[config.mk]
export PLATFORM = sky130hd
export DESIGN_NAME = union_lane_packer
export DESIGN_NICKNAME = d
export VERILOG_FILES = /design/src/rtl/union_lane_packer.sv
export SDC_FILE = /design/constraint.sdc
export NUM_CORES = 1
export LEC_CHECK = 0
export CORE_MARGIN = 3
export CORE_UTILIZATION = 25
export DETAILED_ROUTE_END_ITERATION = 8
export GPL_ROUTABILITY_DRIVEN = 0
export SYNTH_ARGS = -nofsm -noshare
export SYNTH_HDL_FRONTEND = slang
export SYNTH_SLANG_ARGS = --single-unit
[constraint.sdc]
create_clock -name clk -period 1.6 [get_ports clk]
set_input_delay 0.32 -clock clk [delete_from_list [all_inputs] [get_ports clk]]
set_output_delay 0.32 -clock clk [all_outputs]
set_load 0.01 [all_outputs]
[src/rtl/union_lane_packer.sv]
// Serial-to-nibble packer: assembles frame-aware 4-bit words from a bit stream
// and queues them in a small FIFO, presenting each head as a nibble plus two 2-bit lanes.
module union_lane_packer #(
  parameter int DEPTH     = 2,
  parameter bit MSB_FIRST = 1'b0
)(
  input  logic        clk,
  input  logic        rst_n,
  input  logic        in_valid,
  output logic        in_ready,
  input  logic        in_bit,
  input  logic        in_last,
  output logic        out_valid,
  input  logic        out_ready,
  output logic [3:0]  out_word,
  output logic [1:0]  out_lane0,
  output logic [1:0]  out_lane1,
  output logic [2:0]  out_nbits,
  output logic        out_last,
  output logic [15:0] word_count
);
  localparam int AW = (DEPTH > 1) ? $clog2(DEPTH) : 1;

  typedef enum logic [1:0] {COLLECT0, COLLECT1, COLLECT2, COLLECT3} state_t;

  typedef struct packed {
    logic [3:0] word;
    logic [2:0] nbits;
    logic       last;
  } entry_t;

  state_t      state, state_nxt;
  logic [1:0]  cnt, pos;
  logic [3:0]  shreg, shreg_nxt, filled;
  logic        accept, push, pop, full, empty;
  entry_t      push_e, head;
  entry_t      mem [DEPTH];
  logic [AW:0] wptr, rptr;
  logic [1:0][1:0] lane_view;

  // Extra pointer bit separates full (MSBs differ) from empty (all equal).
  assign empty     = (wptr == rptr);
  assign full      = (wptr[AW] != rptr[AW]) && (wptr[AW-1:0] == rptr[AW-1:0]);
  assign in_ready  = !full;
  assign out_valid = !empty;
  assign accept    = in_valid && in_ready;
  assign pop       = out_valid && out_ready;
  assign cnt       = state;
  assign pos       = MSB_FIRST ? (2'd3 - cnt) : cnt;

  always_comb begin
    state_nxt   = state;
    shreg_nxt   = shreg;
    push        = 1'b0;
    push_e      = '0;
    filled      = shreg;
    filled[pos] = in_bit;
    if (accept) begin
      if (in_last || state == COLLECT3) begin
        push         = 1'b1;
        push_e.word  = filled;
        push_e.nbits = {1'b0, cnt} + 3'd1;
        push_e.last  = in_last;
        state_nxt    = COLLECT0;
        shreg_nxt    = '0;
      end else begin
        shreg_nxt = filled;
        state_nxt = state_t'(cnt + 2'd1);
      end
    end
  end

  always_ff @(posedge clk or negedge rst_n) begin
    if (!rst_n) begin
      state      <= COLLECT0;
      shreg      <= '0;
      wptr       <= '0;
      rptr       <= '0;
      word_count <= '0;
    end else begin
      state <= state_nxt;
      shreg <= shreg_nxt;
      if (push) wptr <= wptr + 1'b1;
      if (pop)  rptr <= rptr + 1'b1;
      if (push && word_count != 16'hFFFF) word_count <= word_count + 16'd1;
    end
  end

  // Storage needs no reset: the head is masked to zero while empty.
  always_ff @(posedge clk) begin
    if (push) mem[wptr[AW-1:0]] <= push_e;
  end

  assign head      = out_valid ? mem[rptr[AW-1:0]] : '0;
  assign out_word  = head.word;
  assign out_nbits = head.nbits;
  assign out_last  = head.last;
  assign lane_view = head.word;
  assign out_lane0 = lane_view[0];
  assign out_lane1 = lane_view[1];
endmodule

Word level (Yosys, flattened, before mapping) --
Memories as Yosys holds them, arrays and structs flattened. Index checks and enable logic that the tools add are counted.
Storage, ports and cells: register bits 26, bits in writable memories 16, bits of input ports 6, output and inout bits 30, word-level logic and storage cells 38, memories 1
Memories:
- mem | depth 2, bits a word 8, rd ports 1, clocked after memory_dff 0, wr ports 1, RTL line 37 | entry_t mem [DEPTH];
Operators by class: $add $sub $neg 5, $lt $le $gt $ge 2, equal/unequal tests 5, muxes and demuxes 12, reduce and logical (&&, ||, !) cells 8
Operators by type and width (count):
- 2-to-1 mux 8 bit | 3
- adder 16 x 1 -> 16 bit, second input constant | 1
- inequality test 16 bit, second input constant | 1
- adder 2 x 1 -> 2 bit, second input constant | 3
- logical AND 1 bit | 5
- 2-to-1 mux 1 bit | 5
- bitwise mux 4 bit | 1
- 2-to-1 mux 4 bit | 1
- adder 2 x 1 -> 3 bit, second input constant | 1
- < comparator 2 x 3 -> 1 bit, second input constant | 1
- demux 1 bit (select 2 bit) | 1
- == test 2 bit | 1
- == test 2 bit, second input constant | 1
- >= comparator 2 x 1 -> 1 bit, second input constant | 1
- logical NOT 1 bit | 2
- 2-to-1 mux 2 bit | 1
- == test 1 bit | 1
- logical OR 1 bit | 1
- inequality test 1 bit | 1

Longest topological paths before layout --
Gate-level depths: netlist (run 1).
word-level depth 7, gate-level depth with buffers 7, mapped depth without buffers 6

Worst setup path after synthesis (run 1) --
No wires, ideal clock.
path kind reg2reg, from register state[1] (netlist: cnt[1]), to memory mem[0][0] (netlist name), enable pin, library setup time 370 ps, data arrival time 1315 ps, required time 1230 ps, path slack -85 ps, cell stages (with the launch flop) 6, buffers on the path 1, clock period less this slack 1685 ps, cell sequence dfrtp_1 > ha_1 > o21a_1 > o21ai_1 > buf_2 > nor2_1
On the way: word-level cells in the longest chain between the ends 6
RTL lines:
- start, declared | RTL line 32 | state_t state, state_nxt;
- start signal, assigned | RTL line 81 | state <= state_nxt;
- == test 2 bit | RTL line 59 | if (in_last || state == COLLECT3) begin
- logical OR 1 bit | RTL line 59
- 2-to-1 mux 1 bit | RTL line 59
- 2-to-1 mux 1 bit | RTL line 58 | if (accept) begin
- 2-to-1 mux 1 bit | RTL line 91 | if (push) mem[wptr[AW-1:0]] <= push_e;
- 2-to-1 mux 1 bit (not written as such) | RTL line 91
- end, declared | RTL line 37
Every way passes these cells.

Worst setup path after layout (run 1) --
from register rptr[0], to output port out_word[1]
On the way: word-level cells in the longest chain between the ends 2, elaborated cells between the ends (all ways) 3, classes of those cells 1 x eq/ne; 1 x mux; 1 x memory
RTL lines:
- start, declared | RTL line 38 | logic [AW:0] wptr, rptr;
- start signal, assigned | RTL line 84 | if (pop) rptr <= rptr + 1'b1;
- memory (2 x 8 bit) or == test 2 bit (tied branches)
- 2-to-1 mux 8 bit * | RTL line 94 | assign head = out_valid ? mem[rptr[AW-1:0]] : '0;
- end, declared | RTL line 15 | output logic [3:0] out_word,
Every way passes the cells marked *; elsewhere a longest branch is shown, timed or not.

==> results by group, run 1 <==
Place
  • DP Wirelength: ~3.2 mm
  • IO buf count: 35
  • Number of placed cells counting well taps: around 340

Clock network
  • TritonCTS clock tree: done
  • Clk Latency, worst-skew pair: 290 ps
  • Clock transition at path regs: ~80 ps
  • Root buf cell: clkbuf_8
  • Htree depth: 2
  • Clock tree buffer depth: 2
  • Num CTS Buffers: 5
  • Clk sinks: 42

Synthesis
  • Register area share after synthesis: 57.00%
  • Primary FF master, synth: dfrtp_1
  • Synthesized instance count: 168
  • Async SR Flop Fraction: 61.90%
  • Flop and latch count out of synthesis: 42
  • EDFF count, synth: 16
  • Post-synth top area cell: dfrtp_1
  • Library cells used by synthesis: 31
  • Synth top area cells: dfrtp_1 33%, edfxtp_1 24%, xnor2_1 6.2%
  • Post-synthesis average cell area: between 10 and 15 um^2
  • Synth warnings: 0
  • Post-Syn Nets: between 150 and 200
  • Mapped cell area: between 1500 and 2000 um^2
  • Yosys top cell area share: between 30% and 40%

Critical path
  • Crit-path leading delay family: flip-flops
  • R2R depth: 7
  • Critical path cell sequence: buf_4 -> clkbuf_16 -> mux2i_2 -> nor2_4 -> buf_6
  • Max incr delay on CP: 440 ps
  • CP Capture Type: output pin
  • Critical path class: flip-flop to output pin
  • RR Startpoint: rptr[0]
  • Register-to-register setup slack: -120 ps
  • Critical path launch point type: flip-flop
  • CP bufs+invs: 3
  • Worst R2R End: word_count[15]
  • Slowest cell on crit path: dfrtp_2
  • WP data arrival: roughly 1500 ps
  • CP Max Fanout: 4
  • Critical Path RT: between 1000 and 1500 ps

Drt
  • WL/cell: approximately 13 um
  • Via count: about 1600
  • Number of DRC markers in iteration 0: 33
  • DR vias/cell: between 4 and 5
  • Post-route ant nets: 0
  • DRC: 0
  • Total wire length: approximately 4.9 mm
  • 1st-pass router iterations: 4

Global routing
  • Initial antenna violation count: 0
  • Vias in the first global route: ~1700
  • Gr usage total: 11.24%
  • Grt total ovfl: 0
  • Global-route wire length before repair: between 7 and 8 mm
  • Largest net degree at the start of global routing: 27

Die
  • Initial Util: roughly a quarter
  • Placeable Area: roughly 7500 um^2
  • Die Span Y: between 90 and 100 um
  • Die Width: approximately 95 um
  • Number of I/O pins: 36
  • Die area: 9043 um^2
  • Row count: 31

Power
  • Static Leak: 1.595 nW
  • Power Density: roughly 1800 nW/um^2
  • Overall power: roughly 0.0063 W
  • Peak VDD IR: 0.6379 mV

Layout
  • Layout cells sized above 1: around 52%
  • Ant diodes: 0
  • Syn-to-layout area delta: 70.56%
  • Final Instance Count excl. Fillers: around 370
  • Finished Core Util: 45.21%
  • Fill count: slightly below 700
  • Reg area: around 1100 um^2
  • Area of the multi-input gates: between 1000 and 1500 um^2
  • Nets: ~280

Timing
  • Total negative slack: -3250 ps
  • Tmin final: around 1800 ps
  • Final Setup Violations: 43
  • Hold Fails Final Rpt: 0
  • Max Clock Freq: 566.3 MHz
  • Hold WS: between 300 and 400 ps
  • Final Max Tran Viols: 0
  • RSZ-0062 raised after global routing: yes
  • Post-route setup slack: -165.9 ps
  • Final period util: 110.4%
  • Relative slew slack: 77.02%
  • Worst-Margin Slew: ~340 ps
  • Skew final: about 5.6 ps

Run status
  • Failing checks: negative setup slack
  • Status: complete, but fails checks

Run
  • Max cap viols: 0

Worst hold path
  • Min-Delay Path Class: input port to async pin
[worst reg2reg max path, stage by stage, from the launching register on]
cell and delay, ps:
dfrtp_2 440, xor2_2 160, buf_4 160, buf_6 100
o21ai_4 80, or3_4 420, nor3_4 150, xor2_1 150
[state kept, by name (all words and copies together), names as in the netlist]
name	cells
word_count	16
wptr	2
cnt	2
mem	16
rptr	2
shreg	4
[cells in the final DEF, fill, tap and decap left out, types with 3 or more instances in the layout]
cell type,netlist,routed
inv_1,5,5
dfrtp_2,0,4
buf_2,1,9
nand3_1,10,7
o21ai_1,1,4
xnor2_1,14,9
nand3_2,0,3
clkbuf_8,0,5
xnor2_2,0,4
dlygate4sd2_1,0,12
buf_4,4,44
a22o_1,3,3
mux2i_1,11,9
nand4_1,5,5
edfxtp_1,16,16
nand2_1,9,4
and2_4,0,3
xor2_1,9,7
nor3_4,0,4
nor2_4,0,12
and3_4,0,3
ha_1,5,5
nor2_2,1,6
buf_6,0,19
clkdlybuf4s50_1,0,6
dfrtp_1,26,22
and3_1,6,3
dlymetal6s2s_1,0,3
nor2_1,20,4
buf_12,0,3
nand2_4,0,3
[power by group]
group	switching [W]	internal, W
Clock	0.000360	0.000459
Combinational	0.00177	0.00209
Sequential	0.000170	0.00141
Total	0.00230	0.00396
[layer usage]
metal / wire length [um] / up-vias / global-route usage (%)
met1: 2123 / 767 / 14.20
li1: - / 778 / -
met5: 0 / - / 0
met3: 106 / 4 / 2.447
met2: 2603 / 18 / 18.60
met4: 55 / 0 / 4.567
[how the worst max path moves through the flow]
stage,startpoint,endpoint,slack (ps),depth (start not counted)
floorplan,cnt[1],word_count[1],-6,6
global placement,wptr[1],out_lane1[0],-440,4
detailed placement,wptr[1],out_word[3],-440,4
CTS,rptr[1],out_nbits[1],-190,5
global route,wptr[1],out_lane1[0],-240,5
finish,rptr[0],out_word[1],-170,5
[what timing repair did]
item | in CTS | in global routing
gates cloned | 1 | 1
pin swaps | 28 | 24
hold buffers | 0 | 0
gates resized for setup | 124 | 40
buffers inserted | 17 | 11
endpoints found under the setup margin | 60 | 54
[kinds of logic (layout without fill, tap and decap cells)]
group	Yosys count	count (layout)	synth area share, %
fa+ha+maj	5	5	3.153
mux	12	12	6.116
compound gates	11	11	3.594
flops	42	42	57.00
simple gates	64	65	17.09
buf+inv	11	111	2.900
xor+xnor	23	23	10.15
[synthesized netlist by cell type, types with 3 or more instances]
library cell	n
a22o_1	3
and3_1	6
buf_4	4
nor2_1	20
edfxtp_1	16
xnor2_1	14
inv_1	5
ha_1	5
o21ai_0	4
xor2_1	9
nor3_2	3
nand3_1	10
dfrtp_1	26
nand4_1	5
nand2_1	9
mux2i_1	11
and2_1	4
[metrics by stage]
step / setup slack [ps] / instance area [um^2]
3_5_place_dp: -438.9 / 2756
5_1_grt: -236.2 / 3385
2_1_floorplan: -6.411 / 1999
3_3_place_gp: -439.7 / 2756
6_report: -165.9 / 3385
4_1_cts: -185.7 / 3146
[final cells by class]
class                   count  share of cell area (%)
clock inverters             3                   1.183
repair buffers             98                   26.36
flip-flops and latches     42                   33.57
multi-input cells         116                   32.64
inverters                   5                  0.5545
clock buffers               5                   2.033
well taps                  99                   3.660
Note: power is estimated with default switching activity, not from simulation.
==> inputs of run 2 (changes only) <==
- CAP_MARGIN: not set -> 20
==> results of run 2 <==
Same layout as run 1: the final DEF is identical, and so are final timing and power.
